<file path="config.mk">
export PLATFORM = sky130hd
export DESIGN_NAME = decl_check
export DESIGN_NICKNAME = d
export VERILOG_FILES = /design/src/rtl/decl_pkg.sv /design/src/rtl/decl_kw_match.sv /design/src/rtl/decl_check.sv
export SDC_FILE = /design/constraint.sdc
export NUM_CORES = 1
export LEC_CHECK = 0
export CAP_MARGIN = 20
export CORE_UTILIZATION = 27
export DETAILED_ROUTE_END_ITERATION = 6
export PLACE_DENSITY = 0.53
export SLEW_MARGIN = 20
export SYNTH_ARGS = -nofsm -noshare
export SYNTH_HDL_FRONTEND = slang
export SYNTH_HIERARCHICAL = 1
export SYNTH_SLANG_ARGS = --single-unit
</file>
<file path="constraint.sdc">
create_clock -name clk -period 2.4 [get_ports clk]
set_input_delay 0.36 -clock clk [delete_from_list [all_inputs] [get_ports clk]]
set_output_delay 0.36 -clock clk [all_outputs]
set_load 0.05 [all_outputs]
</file>
<file path="src/rtl/decl_pkg.sv">
// Shared constants for the declaration checker: FSM states, character codes,
// keyword literals and type codes, plus character-class helpers.
package decl_pkg;

  localparam logic [3:0] ST_IDLE   = 4'd0;
  localparam logic [3:0] ST_KW     = 4'd1;
  localparam logic [3:0] ST_KW_SP  = 4'd2;
  localparam logic [3:0] ST_ID     = 4'd3;
  localparam logic [3:0] ST_ID_SP  = 4'd4;
  localparam logic [3:0] ST_COMMA  = 4'd5;
  localparam logic [3:0] ST_ERR    = 4'd6;
  localparam logic [3:0] ST_ASG    = 4'd7;
  localparam logic [3:0] ST_NUM    = 4'd8;
  localparam logic [3:0] ST_NUM_SP = 4'd9;

  localparam logic [7:0] CH_SP    = 8'h20;
  localparam logic [7:0] CH_TAB   = 8'h09;
  localparam logic [7:0] CH_COMMA = 8'h2c;
  localparam logic [7:0] CH_SEMI  = 8'h3b;
  localparam logic [7:0] CH_EQ    = 8'h3d;
  localparam logic [7:0] CH_US    = 8'h5f;

  localparam logic [23:0] KW_INT  = "int";
  localparam logic [31:0] KW_CHAR = "char";
  localparam logic [31:0] KW_LONG = "long";

  localparam logic [1:0] TY_INT  = 2'd0;
  localparam logic [1:0] TY_CHAR = 2'd1;
  localparam logic [1:0] TY_LONG = 2'd2;

  function automatic logic is_ws(input logic [7:0] c);
    return (c == CH_SP) || (c == CH_TAB);
  endfunction

  function automatic logic is_alpha(input logic [7:0] c);
    return ((c >= 8'h41) && (c <= 8'h5a)) || ((c >= 8'h61) && (c <= 8'h7a));
  endfunction

  function automatic logic is_digit(input logic [7:0] c);
    return (c >= 8'h30) && (c <= 8'h39);
  endfunction

  function automatic logic is_id_start(input logic [7:0] c);
    return is_alpha(c) || (c == CH_US);
  endfunction

  function automatic logic is_id_char(input logic [7:0] c);
    return is_id_start(c) || is_digit(c);
  endfunction

endpackage

</file>
<file path="src/rtl/decl_kw_match.sv">
// Keyword matcher on the 4-character tail buffer; only lengths 3 and 4 can
// match, so longer words sharing a keyword tail are not misread.
module decl_kw_match
  import decl_pkg::*;
(
  input  logic [31:0] i_buf,
  input  logic [4:0]  i_len,
  output logic        o_hit,
  output logic [1:0]  o_type
);

  always_comb begin
    o_hit  = 1'b0;
    o_type = TY_INT;
    if (i_len == 5'd3 && i_buf[23:0] == KW_INT) begin
      o_hit  = 1'b1;
      o_type = TY_INT;
    end else if (i_len == 5'd4 && i_buf == KW_CHAR) begin
      o_hit  = 1'b1;
      o_type = TY_CHAR;
    end else if (i_len == 5'd4 && i_buf == KW_LONG) begin
      o_hit  = 1'b1;
      o_type = TY_LONG;
    end
  end

endmodule

</file>
<file path="src/rtl/decl_check.sv">
// Streaming C-like declaration checker, one character per accepted beat.
// Define DECL_INIT_EN to allow "ID = digits" initialisers.
module decl_check
  import decl_pkg::*;
#(
  parameter int MAX_ID_LEN = 8,
  parameter int CNT_W      = 4
) (
  input  logic             clk,
  input  logic             reset,
  input  logic             in_valid,
  input  logic [7:0]       in,
  output logic             out,
  output logic             err,
  output logic [CNT_W-1:0] id_count,
  output logic [1:0]       type_sel
);

  localparam logic [4:0] LEN_SAT = 5'(MAX_ID_LEN + 1);

  logic [3:0]       r_state;
  logic [31:0]      r_buf;
  logic [4:0]       r_len;
  logic [CNT_W-1:0] r_cnt;
  logic [1:0]       r_type;

  logic             w_hit;
  logic [1:0]       w_type;
  logic             w_id_ok;
  logic             w_term;
  logic             w_accept;
  logic [CNT_W-1:0] w_cnt_inc;

  decl_kw_match u_kw (
    .i_buf  (r_buf),
    .i_len  (r_len),
    .o_hit  (w_hit),
    .o_type (w_type)
  );

  assign w_id_ok   = !w_hit && (r_len != LEN_SAT);
  assign w_cnt_inc = (&r_cnt) ? r_cnt : r_cnt + 1'b1;

  always_comb begin
    w_term   = is_ws(in) || (in == CH_COMMA);
    w_accept = (r_state == ST_ID && w_id_ok) || (r_state == ST_ID_SP);
`ifdef DECL_INIT_EN
    if (in == CH_EQ) w_term = 1'b1;
    if (r_state == ST_NUM || r_state == ST_NUM_SP) w_accept = 1'b1;
`endif
  end

  always_ff @(posedge clk) begin
    if (reset) begin
      r_state  <= ST_IDLE;
      r_buf    <= '0;
      r_len    <= '0;
      r_cnt    <= '0;
      r_type   <= TY_INT;
      out      <= 1'b0;
      err      <= 1'b0;
      id_count <= '0;
      type_sel <= TY_INT;
    end else begin
      out <= 1'b0;
      err <= 1'b0;
      if (in_valid) begin
        if (in == CH_SEMI) begin
          // every ';' closes the statement; only a blank one is silent
          r_state <= ST_IDLE;
          if (r_state != ST_IDLE) begin
            if (w_accept) begin
              out      <= 1'b1;
              id_count <= (r_state == ST_ID) ? w_cnt_inc : r_cnt;
              type_sel <= r_type;
            end else begin
              err <= 1'b1;
            end
          end
        end else begin
          case (r_state)
            ST_IDLE: begin
              if (is_alpha(in)) begin
                r_buf   <= {24'h0, in};
                r_len   <= 5'd1;
                r_state <= ST_KW;
              end else if (!is_ws(in)) begin
                r_state <= ST_ERR;
              end
            end
            ST_KW: begin
              if (is_alpha(in) && r_len != 5'd4) begin
                r_buf <= {r_buf[23:0], in};
                r_len <= r_len + 5'd1;
              end else if (is_ws(in) && w_hit) begin
                r_type  <= w_type;
                r_state <= ST_KW_SP;
              end else begin
                r_state <= ST_ERR;
              end
            end
            ST_KW_SP, ST_COMMA: begin
              if (is_id_start(in)) begin
                r_buf   <= {24'h0, in};
                r_len   <= 5'd1;
                r_state <= ST_ID;
                if (r_state == ST_KW_SP) r_cnt <= '0;
              end else if (!is_ws(in)) begin
                r_state <= ST_ERR;
              end
            end
            ST_ID: begin
              if (is_id_char(in)) begin
                r_buf <= {r_buf[23:0], in};
                if (r_len != LEN_SAT) r_len <= r_len + 5'd1;
              end else if (w_term && w_id_ok) begin
                r_cnt <= w_cnt_inc;
                if (is_ws(in))            r_state <= ST_ID_SP;
                else if (in == CH_COMMA)  r_state <= ST_COMMA;
                else                      r_state <= ST_ASG;
              end else begin
                r_state <= ST_ERR;
              end
            end
            ST_ID_SP: begin
              if (in == CH_COMMA)  r_state <= ST_COMMA;
`ifdef DECL_INIT_EN
              else if (in == CH_EQ) r_state <= ST_ASG;
`endif
              else if (!is_ws(in)) r_state <= ST_ERR;
            end
`ifdef DECL_INIT_EN
            ST_ASG: begin
              if (is_digit(in))    r_state <= ST_NUM;
              else if (!is_ws(in)) r_state <= ST_ERR;
            end
            ST_NUM: begin
              if (is_ws(in))             r_state <= ST_NUM_SP;
              else if (in == CH_COMMA)   r_state <= ST_COMMA;
              else if (!is_digit(in))    r_state <= ST_ERR;
            end
            ST_NUM_SP: begin
              if (in == CH_COMMA)  r_state <= ST_COMMA;
              else if (!is_ws(in)) r_state <= ST_ERR;
            end
`endif
            default: r_state <= ST_ERR;
          endcase
        end
      end
    end
  end

endmodule

</file>
==> results of run 1 <==
==> kinds of logic (layout without fill, tap and decap cells) <==
family                   after synthesis  count (layout)  share of synthesized area
AO/OA/AOI/OAI                        140             140                      0.282
XOR/XNOR                               1               1                    0.00265
adder cells (fa/ha/maj)                4               4                     0.0151
buffers and inverters                 48             119                     0.0696
flip-flops                            55              55                      0.333
multiplexers                           4               4                     0.0129
AND/OR/NAND/NOR                      158             158                      0.285
==> layout make-up <==
| cell class | instances | area (µm²) | area share |
|---|---|---|---|
| well taps | 147 | 184 | 0.0409 |
| clock buffers | 5 | 125 | 0.0279 |
| clock inverters | 2 | 13.8 | 0.00306 |
| repair buffers | 102 | 866 | 0.193 |
| flip-flops and latches | 55 | 1100 | 0.246 |
| inverters | 10 | 37.5 | 0.00836 |
| multi-input cells | 307 | 2160 | 0.481 |
==> registers in the layout, summed over array words and instances (netlist names) <==
register / count
type_sel: 2
r_buf: 32
id_count: 4
r_state: 4
err: 1
r_cnt: 4
r_type: 2
out: 1
r_len: 5
==> critical path, cell delays in order, from the launching register on <==
cell and delay, ns:
dfxtp_2 0.32, or4b_4 0.54, nor4_4 0.23, nand4_1 0.18, a21oi_2 0.19, a41o_4 0.16, o32ai_4 0.09, and2_4 0.17
a222oi_1 0.31, a21oi_1 0.11
==> power groups by stage <==
stage	Combinational [mW]	Clock, mW	Sequential [mW]
2_1_floorplan	0.364	0	0.968
3_3_place_gp	0.597	0	0.985
3_5_place_dp	0.593	0	0.985
4_1_cts	0.597	0.740	0.965
5_1_grt	0.685	0.776	0.972
6_report	0.631	0.722	0.968
==> path summary, 6_finish.rpt <==
| path | to | from | cells past startpoint | slack (ns) |
|---|---|---|---|---|
| worst min-delay path | r_cnt[3] | reset | 2 | 0.32 |
| worst max register to register | r_state[0] | r_buf[18] | 9 | -0.03 |
| worst min register to register | id_count[0] | id_count[0] | 2 | 0.46 |
| worst max-delay path | r_state[0] | r_buf[18] | 9 | -0.03 |
==> synthesized netlist by cell type (5+ instances only) <==
library cell	n
a211oi_1	5
a21oi_1	44
a221oi_1	5
buf_2	11
clkbuf_1	20
dfxtp_1	55
inv_1	10
nand2_1	20
nand3_1	23
nand4_1	30
nand4b_1	7
nor2_1	16
nor3_1	16
nor4_1	5
o21ai_0	40
o31ai_1	5
==> metal layers <==
metal,track usage,vias to the layer above,share of wire
met5,0,-,0
met2,0.281,92,0.49
li1,-,1731,-
met4,0.0462,0,0.020
met1,0.216,1742,0.45
met3,0.0270,17,0.042
==> what timing repair did <==
item	in CTS	in global routing
pin swaps	3	16
gates cloned	0	0
buffers inserted	5	1
gates resized for setup	2	40
endpoints found under the setup margin	13	41
==> metrics by stage <==
stage	utilization	power [mW]	worst slack [ns]	cells	hold WS [ns]
final	0.376	2.32	-0.0293	628	0.318
after global routing	0.376	2.43	-0.170	628	0.326
after CTS	0.358	2.30	0.00420	627	0.325
after detailed placement	0.343	1.58	-0.250	615	0.449
after global placement	0.343	1.58	-0.249	615	0.440
after floorplan	-	1.33	0.0111	410	0.445
==> impl_metrics.ini, run 1 <==
[routing]
drt-initial-drc-count = 283
wl_per_cell_um = 16.4
firstDrtPassIters = 5
detail_route.wirelength_um = 10300
drcViolationCount = 0
vias = 3582
ant_nets = 0
via_per_inst = 5.70

[worst_setup_path]
cp.required_ns = 2.57
worstPathArrival_ns = 2.60
start_kind = flop
critPathKind = flop to flop
path_max_fanout = 4
crit_path_end_kind = flop

[place]
dp_hpwl_um = 7430
place.gp.congestion = 0.892
placed_area_um2 = 4100
port_buffers = 18

[run_status]
status = complete, but fails checks
violations = negative setup slack

[hold_path]
hp-class = input port to flop

[clocking]
clk_pin_slew_ns = 0.07
numCtsBuffers = 5
clock_path_buffers = 2
cts_tree = yes
clk_latency_ns = 0.29
cts_max_level = 2
cts-root-buf = clkbuf_16
ctsHoldBuffers = 0
cts_sinks = 55

[synthesis]
ys_async_sr_fraction = 0
yosysUniqueCellTypes = 70
syn_area_um2 = 3310
synth_top_flop_cell = dfxtp_1
synth_largest_area_cell = dfxtp_1
seq_area_frac_synth = 0.333
syn_inst = 410
synth_nets = 425
yosysTopAreaCellShare = 0.333
synthTopCellsByArea = dfxtp_1 33%, a21oi_1 6.7%, o21ai_0 6.1%
syn_avg_cell_area_um2 = 8.07
synth_edf_count = 0
ys_ff_latch = 55
yosysWarnings = 6

[timing]
rsz0062_at_grt = yes
setup_ws_ns = -0.0293
drv_slew = 0
final_hold_viol_count = 0
post-route-min-period_ns = 2.43
relSlewSlack = 0.555
setup_viol = 2
fin_setup_tns_ns = -0.0422
finalCritPeriodShare = 1.01
clock-skew-final_ns = 0.00713
fmax_ghz = 0.412
worstMarginPinSlew_ns = 0.658

[floorplanning]
dieArea_um2 = 12700
start_util = 0.276
die_w_um = 113
die_y_um = 113
rows = 40
core_area_um2 = 12000
ios = 19

[pwr]
powerDensity_nw_per_um2 = 517
p_sw_mw = 0.731
p_leak_nw = 1.55
p_clk_frac = 0.311
pwr-share-comb = 0.272
ir_drop_v = 0.000286
seq_power_share = 0.417
intPower_mw = 1.59
switching_share = 0.315

[global_routing]
grt_pass1_wl_um = 17200
grt_pass1_vias = 3339
antenna_found_initial = 0
grt_max_degree = 47
track_usage = 0.165
overflow = 0

[cells_and_area]
drive_above_1_share = 0.289
final_common_cell = buf_4
n_fill_cell = 1228
mostFrequentLayoutCells = 77 x buf_4, 53 x dfxtp_1, 38 x o21ai_0
nets = 496
diodes = 0
design_area_um2 = 4490
syn2layout_area_growth_pct = 35.8

[flow_run]
maxCapViolations = 0
Note: power is estimated with default switching activity, not from simulation.
==> run 2, diff against run 1 <==
--- a/config.mk
+++ b/config.mk
@@ -8,7 +8,8 @@
 export CAP_MARGIN = 20
 export CORE_UTILIZATION = 27
 export DETAILED_ROUTE_END_ITERATION = 6
-export PLACE_DENSITY = 0.53
+export DONT_BUFFER_PORTS = 1
+export PLACE_DENSITY = 0.51
 export SLEW_MARGIN = 20
 export SYNTH_ARGS = -nofsm -noshare
 export SYNTH_HDL_FRONTEND = slang
==> impl_metrics.ini, run 2 (same netlist as run 1, synthesis figures left out) <==
[routing]
via_per_inst = 5.87
drcViolationCount = 0
drt-initial-drc-count = 210
ant_nets = 0
wl_per_cell_um = 17.2
vias = 3307
detail_route.wirelength_um = 9660
firstDrtPassIters = 5

[global_routing]
track_usage = 0.154
grt_pass1_vias = 3142
antenna_found_initial = 0
grt_max_degree = 53
grt_pass1_wl_um = 15900
overflow = 0

[cells_and_area]
final_common_cell = dfxtp_1
multi_input_area_um2 = 2030
largest_reg_flops = 32
final-seq-area_um2 = 1100
reg_top3 = r_buf: 32 flops, r_len: 5 flops
syn2layout_area_growth_pct = 15.3
diodes = 0
largest-register = r_buf
nets = 430
drive_above_1_share = 0.175
mostFrequentLayoutCells = 55 x dfxtp_1, 43 x a21oi_1, 39 x o21ai_0
n_fill_cell = 1273
utilization = 0.319

[timing]
final_hold_viol_count = 0
clock-skew-final_ns = 0.0124
setup_viol = 0
fmax_ghz = 0.420
worstMarginPinSlew_ns = 0.621
post-route-min-period_ns = 2.38
finalCritPeriodShare = 0.991
rsz0062_at_grt = yes
drv_slew = 0
relSlewSlack = 0.581

[worst_setup_path]
max_stage_delay_ns = 0.54
critPathKind = flop to flop
path_max_fanout = 4
crit_path_end_kind = flop
worst-path-buf-inv = 0
cp.required_ns = 2.57
cpMaxStageDelayCell = or4b_4
worstPathArrival_ns = 2.55
path_common_cell = a21oi_1
crit_chain = or4b_4 -> nor4_4 -> nand4_1 -> a21oi_1 -> a41o_2 -> o32ai_2 -> and2_1 -> a222oi_1 -> a21oi_1
start_kind = flop
cp_top_family = simple AND/OR/NAND/NOR gates

[pwr]
switching_share = 0.310
seq_power_share = 0.441
powerDensity_nw_per_um2 = 576
p_clk_frac = 0.338
ir_drop_v = 0.000319
intPower_mw = 1.52
p_sw_mw = 0.681
p_leak_nw = 1.20
p_total_mw = 2.20
pwr-share-comb = 0.222

[clocking]
clock_path_buffers = 2
cts_max_level = 2
cts_tree = yes
clk_latency_ns = 0.30
ctsHoldBuffers = 0
clk_pin_slew_ns = 0.08
cts-root-buf = clkbuf_16
cts_sinks = 55
numCtsBuffers = 5

[floorplanning]
die_y_um = 113
dieArea_um2 = 12700
rows = 40
start_util = 0.276
core_area_um2 = 12000
ios = 19
die_w_um = 113

[place]
port_buffers = 0
place.gp.congestion = 0.903
dp_hpwl_um = 6650

[run_status]
status = completed

[flow_run]
maxCapViolations = 0

[hold_path]
hp-class = input port to flop
-- run 2: worst reg2reg max path: cells and delay by family (launching register included) --
kind	cells	cell delay [ns]
AO/OA/AOI/OAI	5	0.88
flip-flops	1	0.32
AND/OR/NAND/NOR	4	1.06
-- run 2: worst paths after layout --
kind         cells past startpoint       from  slack [ns]         end
min reg2reg                      2  r_buf[28]        0.47   r_buf[28]
max reg2reg                      9   r_buf[0]        0.02  r_state[0]
max                              9   r_buf[0]        0.02  r_state[0]
min                              1      reset        0.13    r_cnt[3]
-- run 2: layer usage --
layer  up-vias  part of all wire  track usage  wire, µm
met2        81              0.48        0.258      4600
met4         0             0.023       0.0560       225
met5         -                 0            0         0
li1       1598                 -            -         -
met1      1606              0.46        0.199      4400
met3        22             0.045       0.0265       439
-- run 2: through the flow --
step           instances  cell area, µm²  TNS [ns]  hold slack (ns)  setup slack (ns)
2_1_floorplan        410            3310         0            0.445            0.0111
3_3_place_gp         552            3590         0            0.435            0.0372
3_5_place_dp         552            3590   -0.0988            0.435           -0.0398
4_1_cts              560            3740         0            0.127           0.00337
5_1_grt              563            3810    -0.186            0.128            -0.111
6_report             563            3810         0            0.133            0.0217
-- run 2: layout make-up --
class                   instances  area share
flip-flops and latches         55       0.289
repair buffers                 36      0.0807
clock inverters                 3     0.00623
multi-input cells             307       0.533
inverters                      10     0.00984
well taps                     147      0.0482
clock buffers                   5      0.0328
-- run 2: what timing repair did --
action / 4_1_cts / 5_1_grt
endpoints found under the setup margin: 5 / 18
buffers inserted: 0 / 3
pin swaps: 1 / 1
resized for setup: 0 / 11
-- run 2: power by group through the flow --
| stage | Combinational, mW | Sequential [mW] | Clock, mW |
|---|---|---|---|
| floorplan | 0.364 | 0.968 | 0 |
| global placement | 0.463 | 0.989 | 0 |
| detailed placement | 0.467 | 0.989 | 0 |
| CTS | 0.469 | 0.968 | 0.761 |
| global route | 0.525 | 0.974 | 0.788 |
| finish | 0.487 | 0.969 | 0.742 |
==> run 3, diff against run 2 <==
==> constraint.sdc (replaced) <==
create_clock -name clk -period 2.1 [get_ports clk]
set_input_delay 0.315 -clock clk [delete_from_list [all_inputs] [get_ports clk]]
set_output_delay 0.315 -clock clk [all_outputs]
set_load 0.05 [all_outputs]
==> impl_metrics.ini, run 3 (same netlist as run 1, synthesis figures left out) <==
[run_status]
status = complete, but fails checks
violations = negative setup slack

[pwr]
p_total_mw = 2.90
seq_power_share = 0.378
pwr-share-comb = 0.274
ir_drop_v = 0.000316
powerDensity_nw_per_um2 = 644
p_clk_frac = 0.347
intPower_mw = 2.05
switching_share = 0.293
p_sw_mw = 0.848
p_leak_nw = 1.59

[worst_setup_path]
path_max_fanout = 4
path_common_cell = a21oi_1
cp-endpoint = r_state[0]
rrSetupSlack_ns = -0.29
r2r_cells = 9
start_kind = flop
crit_path_end_kind = flop
reg2reg_from = r_buf[18]
critPathKind = flop to flop
cpMaxStageDelayCell = or4b_4
path_depth = 9
worst-path-buf-inv = 0
max_stage_delay_ns = 0.54
cp.required_ns = 2.28
reg2reg_to = r_state[0]
startpoint = r_buf[18]
crit_chain = or4b_4 -> nor4_4 -> nand4_1 -> a21oi_1 -> a41o_2 -> o32ai_2 -> and2_4 -> a222oi_1 -> a21oi_1
cp_top_family = simple AND/OR/NAND/NOR gates
worstPathArrival_ns = 2.57

[routing]
vias = 3549
detail_route.wirelength_um = 10800
ant_nets = 0
via_per_inst = 5.65
wl_per_cell_um = 17.3
drcViolationCount = 0
firstDrtPassIters = 4
drt-initial-drc-count = 185

[global_routing]
grt_pass1_wl_um = 17200
track_usage = 0.167
grt_max_degree = 53
overflow = 0
grt_pass1_vias = 3410
antenna_found_initial = 0

[clocking]
clock_path_buffers = 2
clk_latency_ns = 0.30
cts_sinks = 55
numCtsBuffers = 5
cts_tree = yes
clk_pin_slew_ns = 0.08
cts-root-buf = clkbuf_16
cts_max_level = 2

[floorplanning]
die_y_um = 113
core_area_um2 = 12000
dieArea_um2 = 12700
rows = 40
start_util = 0.276
ios = 19
die_w_um = 113

[timing]
setup_viol = 17
setup_ws_ns = -0.290
holdWs_ns = 0.0716
drv_slew = 0
relSlewSlack = 0.578
fin_setup_tns_ns = -3.26
clock-skew-final_ns = 0.00923
worstMarginPinSlew_ns = 0.625
post-route-min-period_ns = 2.39
final_hold_viol_count = 0
finalCritPeriodShare = 1.14
rsz0062_at_grt = yes
fmax_ghz = 0.418

[cells_and_area]
largest_reg_flops = 32
reg_top3 = r_buf: 32 flops, r_len: 5 flops
largest-register = r_buf
final_common_cell = buf_4
mostFrequentLayoutCells = 89 x buf_4, 51 x dfxtp_1, 41 x a21oi_1
n_fill_cell = 1206
syn2layout_area_growth_pct = 35.9
nets = 495
design_area_um2 = 4490
drive_above_1_share = 0.333
diodes = 0

[place]
port_buffers = 0
dp_hpwl_um = 7160
placed_area_um2 = 3970
place.gp.congestion = 0.880

[hold_path]
hp-class = input port to flop

[flow_run]
maxCapViolations = 0
==> run 3: cell types whose count changed in the layout (fill, tap and decap cells not counted), moves of 2 or more <==
cell	change
nor3_4	+2
dfxtp_2	+4
dfxtp_1	-4
buf_6	+4
a21oi_2	+2
nor2_1	-2
buf_12	+2
inv_2	+2
a21oi_1	-2
inv_1	-2
clkbuf_16	+2
buf_4	+56
==> run 3: through the flow <==
| step | worst slack, ns | utilization | cells |
|---|---|---|---|
| after floorplan | -0.161 | - | 410 |
| after global placement | -0.281 | 0.332 | 599 |
| after detailed placement | -0.285 | 0.332 | 599 |
| after CTS | -0.231 | 0.360 | 618 |
| after global routing | -0.401 | 0.376 | 628 |
| final | -0.290 | 0.376 | 628 |
==> run 3: worst min path at each step <==
stage                          from          end  cells past startpoint
after global routing          reset     r_len[3]                      1
after floorplan           r_buf[29]    r_buf[29]                      2
final                         reset     r_len[3]                      1
after global placement        reset  id_count[2]                      1
after detailed placement      reset  id_count[0]                      1
after CTS                     reset    r_buf[18]                      1
==> run 3: layer usage <==
layer / track usage / share of wire / vias up
li1: - / - / 1722
met1: 0.212 / 0.45 / 1719
met2: 0.284 / 0.49 / 88
met3: 0.0265 / 0.040 / 20
met4: 0.0640 / 0.022 / 0
met5: 0 / 0 / -
==> run 3: power by group through the flow <==
stage	Combinational (mW)	Sequential (mW)	Clock, mW
floorplan	0.426	1.11	0
detailed placement	0.653	1.11	0
global route	0.854	1.10	1.07
global placement	0.648	1.11	0
finish	0.794	1.09	1.01
CTS	0.688	1.09	1.02
==> run 3: what timing repair did <==
item / CTS / global route
cloned: 0 / 2
pin swaps: 8 / 9
setup buffers: 12 / 9
endpoints found under the setup margin: 53 / 39
hold buffers: 0 / 0
gates resized for setup: 20 / 19
==> run 3: area by class of cell <==
cell class | count | area [µm²] | share of cell area
multi-input cells | 307 | 2120 | 0.472
inverters | 10 | 37.5 | 0.00835
clock buffers | 6 | 139 | 0.0309
well taps | 147 | 184 | 0.0409
flip-flops and latches | 55 | 1110 | 0.246
repair buffers | 101 | 868 | 0.193
clock inverters | 2 | 38.8 | 0.00863
==> RTL change: new RTL, flow settings as in run 2 <==
Register the output `type_sel` once more, cleared by the reset; this adds one clock of latency there. The other outputs are not delayed to match.
--- a/src/rtl/decl_check.sv
+++ b/src/rtl/decl_check.sv
@@ -19,2 +19,4 @@
   localparam logic [4:0] LEN_SAT = 5'(MAX_ID_LEN + 1);
+
+  logic [1:0] type_sel_s0;
 
@@ -62,3 +64,3 @@
       id_count <= '0;
-      type_sel <= TY_INT;
+      type_sel_s0 <= TY_INT;
     end else begin
@@ -74,3 +76,3 @@
               id_count <= (r_state == ST_ID) ? w_cnt_inc : r_cnt;
-              type_sel <= r_type;
+              type_sel_s0 <= r_type;
             end else begin
@@ -153,2 +155,10 @@
 
+  always_ff @(posedge clk) begin
+    if (reset) begin
+      type_sel <= '0;
+    end else begin
+      type_sel <= type_sel_s0;
+    end
+  end
+
 endmodule
Function: no difference found for any inputs over 4 cycles, from zero or initial values and one cycle with reset high; that may be too few to reach the edited logic, so the function may still have changed.
==> RTL change against run 2 <==
  * Power increased by 26%
  * Utilization rose by 2.6 points
  * First-iteration DRC count increased by 0.48%
  * Routed wire length down 3.2%
  * Final area up 5.0%
  * Sequential cell count grew 2
  * Largest cell class unchanged
  * Hold slack lost 0.020 ns
  * Setup slack got worse by 0.0073 ns
  * Cell count shrank 0.36%
  * Sequential power is 2.5% higher
  * Sequential share of layout area shrank 0.21 points
  * Area after synthesis is 1.2% lower
  * Clock skew shrank 0.0039 ns
  * Combinational power is 25% lower
==> RTL change: results (changes against run 2) <==
| Metric | Value |
|---|---|
| Outcome | finished clean |
| Clock buffer count | 10 (+5) |
| First-pass GRT wire length | 15,600 um (-1.9%) |
| Critical path arrival | 2.59 ns (+0.04 ns) |
| CTS buffer count | 9 (+4) |
| Comb power frac | 13.2% (-9.0 points) |
| Net Sw Frac | 25.7% (-5.3 points) |
| Setup bufs post-CTS | 4 (+4) |
| Multi-input gate count | 296 (-3.6%) |
| Met3 wire len | 442 um (+0.68%) |
| Synthesis-stage register bit count | 57 (+3.6%) |
| Total Routed Length | 9360 um (-3.2%) |
| Net Count, Synth | 413 (-2.8%) |
| GP Congestion | 0.885 (-2.0%) |
| Pre-antenna DRT Iters | 4 (-1) |
| Footprint of the multi-input gates | 1980 sq um (-2.5%) |
| Routed length on met1 | 4490 um (+2.0%) |
| Synth Area in Compound Gates | 25.5% (-2.7 points) |
| Clk_lat worst skew | 0.32 ns (+0.02 ns) |
| Post-cts sizing count | 7 (+7) |
| Initial DRC count | 211 (+0.48%) |
| Final clock-cell share | 8.22% (+4.3 points) |
| GR Util met1 | 21.2% (+1.4 points) |
| Worst-Margin Slew | 0.697 ns (+0.0767 ns) |
| Share of cells above drive strength 1 | 20.1% (+2.5 points) |
==> RTL change: cell count changes after synthesis, moves of 5 or more <==
cell / delta
a221oi_1: -5
clkbuf_1: -7
mux2i_1: +6
nand3_1: -10
nor2_1: +10
nor3_1: -5
==> RTL change: stage by stage <==
step                setup TNS [ns]  cells  power, uW  instance area (sq um)
finish                           0    561       2760                   4000
floorplan                        0    398       1270                   3270
global placement                 0    539       1370                   3560
detailed placement         -0.0922    539       1360                   3560
CTS                        -0.0144    559       2780                   3950
global route                 -1.26    561       2860                   4000
==> RTL change: path summary, 6_finish.rpt <==
kind | startpoint | to | slack [ns] | cells after the start
worst min register to register | type_sel_s0[0] | type_sel[0] | 0.48 | 1
worst max register to register | r_buf[17] | r_state[2] | 0.01 | 10
worst min-delay path | reset | r_state[0] | 0.11 | 1
worst max-delay path | r_buf[17] | r_state[2] | 0.01 | 10
